**src/rtl/line_cmd_sequencer_if.sv**
```systemverilog
`default_nettype none
// ----------------------------------------------------------------------------
// line_cmd_sequencer_if : valid/ready line-draw command bus (endpoints + colour)
// Rev 1.0
// ----------------------------------------------------------------------------
interface line_cmd_sequencer_if #(
    parameter int CW = 3
);
    logic          cmd_valid;
    logic          cmd_ready;
    logic [10:0]   cmd_x0;
    logic [10:0]   cmd_y0;
    logic [10:0]   cmd_x1;
    logic [10:0]   cmd_y1;
    logic [CW-1:0] cmd_color;

    modport master (
        output cmd_valid, cmd_x0, cmd_y0, cmd_x1, cmd_y1, cmd_color,
        input  cmd_ready
    );

    modport slave (
        input  cmd_valid, cmd_x0, cmd_y0, cmd_x1, cmd_y1, cmd_color,
        output cmd_ready
    );
endinterface
`default_nettype wire

```
**src/rtl/line_cmd_sequencer.sv**
```systemverilog
`default_nettype none
// ----------------------------------------------------------------------------
// line_cmd_sequencer : buffers line commands and sequences line_drawer,
//                      emitting one framebuffer write per drawn pixel.
// Rev 1.0
// ----------------------------------------------------------------------------
module line_cmd_sequencer #(
    parameter int DEPTH = 4,
    parameter int CW    = 3
) (
    input  wire logic          clk,
    input  wire logic          reset,
    line_cmd_sequencer_if.slave cmd,
    output logic               ld_reset,
    output logic [10:0]        ld_x0,
    output logic [10:0]        ld_y0,
    output logic [10:0]        ld_x1,
    output logic [10:0]        ld_y1,
    input  wire logic [10:0]   ld_x,
    input  wire logic [10:0]   ld_y,
    output logic [10:0]        pixel_x,
    output logic [10:0]        pixel_y,
    output logic [CW-1:0]      pixel_color,
    output logic               pixel_we,
    output logic               line_done,
    output logic               busy
);
    localparam int              c_AW        = $clog2(DEPTH);
    localparam int              c_EW        = 44 + CW;
    localparam logic [c_AW:0]   c_DEPTH_CNT = DEPTH[c_AW:0];

    typedef enum logic [1:0] {
        S_IDLE = 2'd0,
        S_LOAD = 2'd1,
        S_DRAW = 2'd2
    } state_t;

    state_t           r_state;
    state_t           w_state_nxt;

    logic [c_EW-1:0]  r_mem [DEPTH];
    logic [c_AW-1:0]  r_wr_ptr;
    logic [c_AW-1:0]  r_rd_ptr;
    logic [c_AW:0]    r_count;

    logic             w_full;
    logic             w_push;
    logic             w_pop;

    logic [10:0]      r_wx0, r_wy0, r_wx1, r_wy1;
    logic [CW-1:0]    r_wcol;
    logic [10:0]      r_cnt;

    logic [10:0]      w_hx0, w_hy0, w_hx1, w_hy1;
    logic [CW-1:0]    w_hcol;
    logic [10:0]      w_dx, w_dy, w_cnt_init;

    assign w_full        = (r_count == c_DEPTH_CNT);
    assign cmd.cmd_ready = !w_full;
    assign w_push        = cmd.cmd_valid && !w_full;

    assign {w_hx0, w_hy0, w_hx1, w_hy1, w_hcol} = r_mem[r_rd_ptr];

    // Completion is by pixel count, so the drawer's traversal direction is irrelevant.
    assign w_dx       = (w_hx1 >= w_hx0) ? (w_hx1 - w_hx0) : (w_hx0 - w_hx1);
    assign w_dy       = (w_hy1 >= w_hy0) ? (w_hy1 - w_hy0) : (w_hy0 - w_hy1);
    assign w_cnt_init = (w_dx >= w_dy) ? w_dx : w_dy;

    always_ff @(posedge clk) begin
        if (w_push) begin
            r_mem[r_wr_ptr] <= {cmd.cmd_x0, cmd.cmd_y0, cmd.cmd_x1, cmd.cmd_y1, cmd.cmd_color};
        end
    end

    always_ff @(posedge clk or negedge reset) begin
        if (!reset) begin
            r_wr_ptr <= '0;
            r_rd_ptr <= '0;
            r_count  <= '0;
        end else begin
            if (w_push) begin
                r_wr_ptr <= r_wr_ptr + 1'b1;
            end
            if (w_pop) begin
                r_rd_ptr <= r_rd_ptr + 1'b1;
            end
            case ({w_push, w_pop})
                2'b10:   r_count <= r_count + 1'b1;
                2'b01:   r_count <= r_count - 1'b1;
                default: r_count <= r_count;
            endcase
        end
    end

    always_ff @(posedge clk or negedge reset) begin
        if (!reset) begin
            r_state <= S_IDLE;
        end else begin
            r_state <= w_state_nxt;
        end
    end

    always_comb begin
        w_state_nxt = r_state;
        w_pop       = 1'b0;
        ld_reset    = 1'b1;
        pixel_we    = 1'b0;
        line_done   = 1'b0;
        case (r_state)
            S_IDLE: begin
                if (r_count != '0) begin
                    w_pop       = 1'b1;
                    w_state_nxt = S_LOAD;
                end
            end
            S_LOAD: begin
                w_state_nxt = S_DRAW;
            end
            S_DRAW: begin
                ld_reset = 1'b0;
                pixel_we = 1'b1;
                if (r_cnt == '0) begin
                    line_done   = 1'b1;
                    w_state_nxt = S_IDLE;
                end
            end
            default: begin
                w_state_nxt = S_IDLE;
            end
        endcase
    end

    always_ff @(posedge clk or negedge reset) begin
        if (!reset) begin
            r_wx0  <= '0;
            r_wy0  <= '0;
            r_wx1  <= '0;
            r_wy1  <= '0;
            r_wcol <= '0;
            r_cnt  <= '0;
        end else if (w_pop) begin
            r_wx0  <= w_hx0;
            r_wy0  <= w_hy0;
            r_wx1  <= w_hx1;
            r_wy1  <= w_hy1;
            r_wcol <= w_hcol;
            r_cnt  <= w_cnt_init;
        end else if (r_state == S_DRAW && r_cnt != '0) begin
            r_cnt <= r_cnt - 1'b1;
        end
    end

    assign ld_x0       = r_wx0;
    assign ld_y0       = r_wy0;
    assign ld_x1       = r_wx1;
    assign ld_y1       = r_wy1;
    assign pixel_color = r_wcol;
    assign pixel_x     = ld_x;
    assign pixel_y     = ld_y;
    assign busy        = (r_state != S_IDLE) || (r_count != '0);

endmodule
`default_nettype wire

```
**src/flat_wrapper.sv**
```systemverilog
// flat-port wrapper written by rule: the top's interface ports become plain ports
module line_cmd_sequencer_flat 
#(
    parameter int DEPTH = 4,
    parameter int CW    = 3
)
  (clk, reset, ld_reset, ld_x0, ld_y0, ld_x1, ld_y1, ld_x, ld_y, pixel_x, pixel_y, pixel_color, pixel_we, line_done, busy, cmd_cmd_valid, cmd_cmd_x0, cmd_cmd_y0, cmd_cmd_x1, cmd_cmd_y1, cmd_cmd_color, cmd_cmd_ready);
  line_cmd_sequencer_if #(.CW(CW)) cmd_i ();
  input  wire logic clk;
  input  wire logic reset;
  output logic ld_reset;
  output logic [10:0] ld_x0;
  output logic [10:0] ld_y0;
  output logic [10:0] ld_x1;
  output logic [10:0] ld_y1;
  input  wire logic [10:0] ld_x;
  input  wire logic [10:0] ld_y;
  output logic [10:0] pixel_x;
  output logic [10:0] pixel_y;
  output logic [CW-1:0] pixel_color;
  output logic pixel_we;
  output logic line_done;
  output logic busy;
  input wire logic [$bits(cmd_i.cmd_valid)-1:0] cmd_cmd_valid;
  input wire logic [$bits(cmd_i.cmd_x0)-1:0] cmd_cmd_x0;
  input wire logic [$bits(cmd_i.cmd_y0)-1:0] cmd_cmd_y0;
  input wire logic [$bits(cmd_i.cmd_x1)-1:0] cmd_cmd_x1;
  input wire logic [$bits(cmd_i.cmd_y1)-1:0] cmd_cmd_y1;
  input wire logic [$bits(cmd_i.cmd_color)-1:0] cmd_cmd_color;
  output wire logic [$bits(cmd_i.cmd_ready)-1:0] cmd_cmd_ready;
  assign cmd_i.cmd_valid = cmd_cmd_valid;
  assign cmd_i.cmd_x0 = cmd_cmd_x0;
  assign cmd_i.cmd_y0 = cmd_cmd_y0;
  assign cmd_i.cmd_x1 = cmd_cmd_x1;
  assign cmd_i.cmd_y1 = cmd_cmd_y1;
  assign cmd_i.cmd_color = cmd_cmd_color;
  assign cmd_cmd_ready = cmd_i.cmd_ready;
  line_cmd_sequencer #(.DEPTH(DEPTH), .CW(CW)) u_core (.clk(clk), .reset(reset), .cmd(cmd_i), .ld_reset(ld_reset), .ld_x0(ld_x0), .ld_y0(ld_y0), .ld_x1(ld_x1), .ld_y1(ld_y1), .ld_x(ld_x), .ld_y(ld_y), .pixel_x(pixel_x), .pixel_y(pixel_y), .pixel_color(pixel_color), .pixel_we(pixel_we), .line_done(line_done), .busy(busy));
endmodule
```
**config.mk**
```make
export PLATFORM = sky130hd
export DESIGN_NAME = line_cmd_sequencer_flat
export DESIGN_NICKNAME = d
export VERILOG_FILES = /design/src/rtl/line_cmd_sequencer_if.sv /design/src/rtl/line_cmd_sequencer.sv /design/src/flat_wrapper.sv
export SDC_FILE = /design/constraint.sdc
export NUM_CORES = 1
export LEC_CHECK = 0
export BUFFER_PORTS_ARGS = -buffer_cell sky130_fd_sc_hd__buf_2
export CAP_MARGIN = 20
export CORE_MARGIN = 3
export CORE_UTILIZATION = 38
export CTS_BUF_LIST = sky130_fd_sc_hd__clkbuf_8
export DETAILED_ROUTE_END_ITERATION = 10
export PLACE_DENSITY = 0.61
export RECOVER_POWER = 100
export SLEW_MARGIN = 20
export SYNTH_ARGS = -nofsm -noshare
export SYNTH_HDL_FRONTEND = slang
export SYNTH_SLANG_ARGS = --single-unit
```
**constraint.sdc**
```tcl
create_clock -name clk -period 13.37 [get_ports clk]
set_input_delay 2.0055 -clock clk [delete_from_list [all_inputs] [get_ports clk]]
set_output_delay 2.0055 -clock clk [all_outputs]
set_load 0.01 [all_outputs]
```
### Word level (Yosys, flattened, before mapping)

Memories as Yosys holds them, arrays and structs flattened.
Index checks and enable logic that the tools add are counted.

* add/subtract/negate cells: 9
* $mul: 0
* div/mod/pow operators: 0
* magnitude comparators: 3
* equality and inequality tests: 7
* shifts and indexed selects: 0
* muxes and demuxes: 17
* bitwise logic cells: 0
* reductions and logical operators: 12

Operators with widths (count)
* $mux W11: 5
* $sub A11 B11 Y11: 4
* $ge A11 B11 Y1: 3
* $logic_not A11 Y1: 1
* $reduce_bool A11 Y1: 1
* $sub A11 B1 Y11 const B: 1
* $mux W1: 8
* $pmux W2 S3: 1
* $pmux W3 S2: 1
* $reduce_bool A2 Y1: 3
* $add A2 B1 Y2 const B: 2
* $eq A2 B1 Y1 const B: 2
* $eq A2 B2 Y1 const B: 2
* $mux W2: 2
* $ne A2 B1 Y1 const B: 2
* $add A3 B1 Y3 const B: 1
* $eq A3 B3 Y1 const B: 1
* $reduce_bool A3 Y1: 1
* $sub A3 B1 Y3 const B: 1
* $logic_and A1 B1 Y1: 2
* $logic_not A2 Y1: 1
* $reduce_and A2 Y1: 1
* $logic_not A1 Y1: 1
* $logic_or A1 B1 Y1: 1

* register bits: 67
* latch bits: 0
* RAM bits: 188
* ROM bits: 0
* input bits: 72
* memories: 1

Memory list
* u_core.r_mem: words 4, width 47, read ports 1, clocked after Yosys merged registers in 0, wr ports 1, line line_cmd_sequencer.sv:41 `logic [c_EW-1:0] r_mem [DEPTH];`

### Depth between registers and ports, before layout

An unclocked memory read counts as a cell.

* depth after elaboration: 6
* mapped depth: 26
* mapped depth without buffers: 21

### Worst setup path after synthesis

OpenSTA, ideal clock, no wires.

* path type: reg-to-reg
* from: register u_core.r_rd_ptr[0]
* to: register u_core.r_cnt[3]
* arrival time: 5.557 ns
* required time: 13.266 ns
* slack: 7.709 ns
* cell stages (with the launch flop): 25
* period minus slack after synthesis: 5.661 ns
* cells stage by stage: dfrtp_1 clkbuf_1 buf_2 buf_1 mux4_2 inv_1 ha_1 clkbuf_1 nand3_1 or3_1 a21oi_2 nor2_1 buf_2 mux2_1 a21oi_1 xor2_1 ha_1 nand4_1 or3_1 a31oi_1 a211o_1 clkbuf_1 clkbuf_1 nor2_1 a221oi_1

* cells in the longest elaborated chain, start to end: 6
* elaborated cells between the ends (all ways): 12

Ends and longest elaborated chain
* from (decl): line line_cmd_sequencer.sv:43 `logic [c_AW-1:0] r_rd_ptr;`
* from (signal assigned): line line_cmd_sequencer.sv:85 `r_rd_ptr <= r_rd_ptr + 1'b1;`
* $mem_v2 Z4 W47 *
* net u_core.w_hy1[5]: line line_cmd_sequencer.sv:54 `logic [10:0] w_hx0, w_hy0, w_hx1, w_hy1;`
* $sub A11 B11 Y11 or $ge A11 B11 Y1 (tied branches): line line_cmd_sequencer.sv:66 `assign w_dy = (w_hy1 >= w_hy0) ? (w_hy1 - w_hy0) : (w_hy0 - w_hy1);`
* $mux W11 *: line line_cmd_sequencer.sv:66
* $ge A11 B11 Y1: line line_cmd_sequencer.sv:67 `assign w_cnt_init = (w_dx >= w_dy) ? w_dx : w_dy;`
* $mux W11 *: line line_cmd_sequencer.sv:67
* $mux W11 *: line line_cmd_sequencer.sv:141 `end else if (w_pop) begin`
* to (signal assigned): line line_cmd_sequencer.sv:147 `r_cnt <= w_cnt_init;`
* to (signal assigned): line line_cmd_sequencer.sv:149 `r_cnt <= r_cnt - 1'b1;`
* to (decl): line line_cmd_sequencer.sv:52 `logic [10:0] r_cnt;`

The timed path passes the listed nets; every way through them passes the cells marked *.
A chain may end at the register's enable or synchronous reset.

### Worst setup path in the final report

* from: register u_core.r_rd_ptr[0]
* to: register u_core.r_cnt[10]

Same word-level chain as after synthesis.

==> impl_metrics.yaml <==
clock_tree:
  clock_path_buffers: 3
  cts_buffers: 41
  clock_sinks: 255
  clock_latency_ns: 0.55
  post_cts_buffers: 0
  ctsResizeCount: 0
  ctsHoldBuffers: 0
  cts_tree: "done"
  clkTransAtPathRegs_ns: 0.06
  cts_htree_levels: 2
  cts_root_buffer: "clkbuf_8"
timing:
  fin_crit_sh_pct: 66.6
  grt_setup_unrepaired: "no"
  finalClockSkew_ns: 0.0327
  hold_ws_ns: 0.476
  slew_headroom_pct: -177
  fin_setup_tns_ns: 0
  finalHoldViolations: 0
  period_minus_slack_ns: 8.90
  setup_viol: 0
  worst-slew-pin-transition_ns: 4.16
  max_freq_ghz: 0.112
  maxSlewViolCount: 408
final_layout:
  nets: 1084
  multi_input_area_um2: 4010
  layout_common_cells: "edfxtp_1 (188), clkbuf_1 (107), inv_1 (84)"
  layout_commonest_cell: "edfxtp_1"
  area_growth_pct: 12.0
  layout-drive-gt1-share_pct: 11.9
  fill_cells: 2883
  stdcell_count: 1376
  postLayoutCellArea_um2: 13400
  register_area_um2: 7320
  n_antenna_cell: 0
job:
  maxCapViolCount: 7
route:
  detail-route-antenna-nets: 0
  vias: 7012
  drc_errors: 0
  drt-pass1-iter-count: 5
  vias_per_cell: 5.10
  post_drt_wl_per_cell_um: 19.0
  routed_wl_um: 26100
  drt-initial-drc-count: 484
floorplan:
  die_height_um: 183
  die_area_um2: 33500
  fp.dieW_um: 183
  num_rows: 64
  coreArea_um2: 30700
  ios: 146
  initial_core_util_pct: 38.8
global_routing:
  grt_overflow: 0
  antenna_found_initial: 0
  grt_pass1_vias: 7239
  grt_max_degree: 104
  grt_pass1_wl_um: 41200
  grt_use_total_pct: 15.7
critical_path:
  crit_fanout: 43
  crit_arrival_ns: 9.34
  cp.required_ns: 13.81
  r2r_setup_slack_ns: 4.47
  crit_type: "flop to flop"
  start_kind: "flop"
  endpoint_kind: "flop"
yosys:
  netlist_area_um2: 11900
  yosys-top-cells-area: "edfxtp_1 (47%), dfrtp_1 (14%), mux4_2 (8.9%), ha_1 (6.2%), o21ai_0 (2.6%)"
  synth_edf_count: 188
  synth_top_area_share_pct: 47.4
  synth_ff_type: "edfxtp_1"
  ys_ff_latch: 255
  synth_seq_area_share_pct: 61.4
  synth-warning-count: 0
  yosysUniqueCellTypes: 61
  synth_area_leader_cell: "edfxtp_1"
  syn_nets: 989
  ys_async_sr_fraction_pct: 26.3
  syn_inst: 853
  postSynthAreaPerCell_um2: 14.0
placement:
  place_area_um2: 12700
  dpl.cell_count: 1301
  hpwl_um: 17400
  gp_congestion: 0.857
  portBuffers: 101
run_status:
  status: "finished, violations left"
  violations: "capacitance limit, slew limit"
worst_hold_path:
  worstHoldPathType: "flop to flop"
## Yosys cell counts, types with 4 or more instances
library cell and count:
xor2_1 11, mux4_2 47, dfrtp_1 67, a211oi_1 7, or3_1 5, nand2_1 77
xnor2_1 20, edfxtp_1 188, buf_1 8, and3_1 6, inv_1 73, nand3_1 6
a21o_1 14, nor2b_1 7, nand4_1 4, fa_1 5, o21a_1 5, mux2i_1 11
buf_4 22, nor3_1 4, ha_1 59, o21ai_0 61, clkbuf_1 20, nand2b_1 6
buf_2 6, a21oi_1 27, nor2_1 30
## layout make-up
type | instances | area share, %
tap | 396 | 3.71
timing repair buffer | 108 | 3.06
clock inverter | 27 | 1.34
clock buffer | 48 | 4.95
multi-input combinational | 469 | 30.1
sequential | 255 | 54.8
inverter | 73 | 2.05
## layer usage
layer / vias up / share of wire (%) / wire (µm) / global-route usage (%)
li1: 3310 / - / - / -
met5: - / 0 / 0 / 0
met4: 0 / 2.1 / 556 / 4.66
met2: 176 / 48 / 12600 / 25.8
met3: 47 / 5.3 / 1390 / 3.17
met1: 3479 / 44 / 11600 / 21.3
## per-stage QoR
| stage | utilization, % | setup WS [ns] |
|---|---|---|
| after floorplan | - | 7.71 |
| after global placement | 41.3 | 6.95 |
| after detailed placement | 41.3 | 6.72 |
| after CTS | 44.0 | 6.71 |
| after global routing | 43.4 | 3.34 |
| final | 43.4 | 4.47 |
## path summary, 6_finish.rpt
path	cells past startpoint	from	to
hold reg to reg	2	u_core.ld_x0[10]$_DFFE_PN0P_	u_core.ld_x0[10]$_DFFE_PN0P_
hold / removal	2	u_core.ld_x0[10]$_DFFE_PN0P_	u_core.ld_x0[10]$_DFFE_PN0P_
max in group asynchronous	1	reset	u_core.r_rd_ptr[1]$_DFFE_PN0P_
min in group asynchronous	1	reset	u_core.pixel_color[1]$_DFFE_PN0P_
setup / recovery	20	u_core.r_rd_ptr[0]$_DFFE_PN0P_	u_core.r_cnt[10]$_DFFE_PN0P_
setup reg to reg	20	u_core.r_rd_ptr[0]$_DFFE_PN0P_	u_core.r_cnt[10]$_DFFE_PN0P_
## worst max-delay path: stages, from the launching register on
cell and delay, ns:
dfrtp_1 0.59, clkbuf_1 2.67, mux4_2 0.81, inv_1 0.15
ha_1 0.26, nor2b_1 0.15, o31ai_1 0.38, a211oi_1 0.24
nor2_1 0.79, mux2_1 0.39, a21oi_1 0.14, xor2_1 0.26
ha_1 0.19, a21oi_1 0.06, o21ai_0 0.17, o221ai_1 0.14
a31oi_1 0.20, a211o_1 0.45, nor3_1 0.08, mux2_2 0.42
a211o_1 0.22
## state kept, by name, summed over array words and instances, names as in the netlist
name and cells:
u_core.pixel_color 3, u_core.r_count 3, u_core.r_rd_ptr 2, u_core.r_state 2, u_core.r_mem 188, u_core.ld_y1 11
u_core.r_cnt 11, u_core.ld_x0 11, u_core.ld_x1 11, u_core.ld_y0 11, u_core.r_wr_ptr 2
## cells by family after synthesis
| group | share of synthesized area (%) |
|---|---|
| AO/OA/AOI/OAI | 8.14 |
| XOR/XNOR | 2.28 |
| AND/OR/NAND/NOR | 6.22 |
| adder cells (fa/ha/maj) | 7.03 |
| buffers and inverters | 4.82 |
| flip-flops | 61.4 |
| multiplexers | 10.1 |
Power is left out: the tool's default activity adds up to more than one toggle a clock period on the data nets, which glitch-free logic cannot reach.
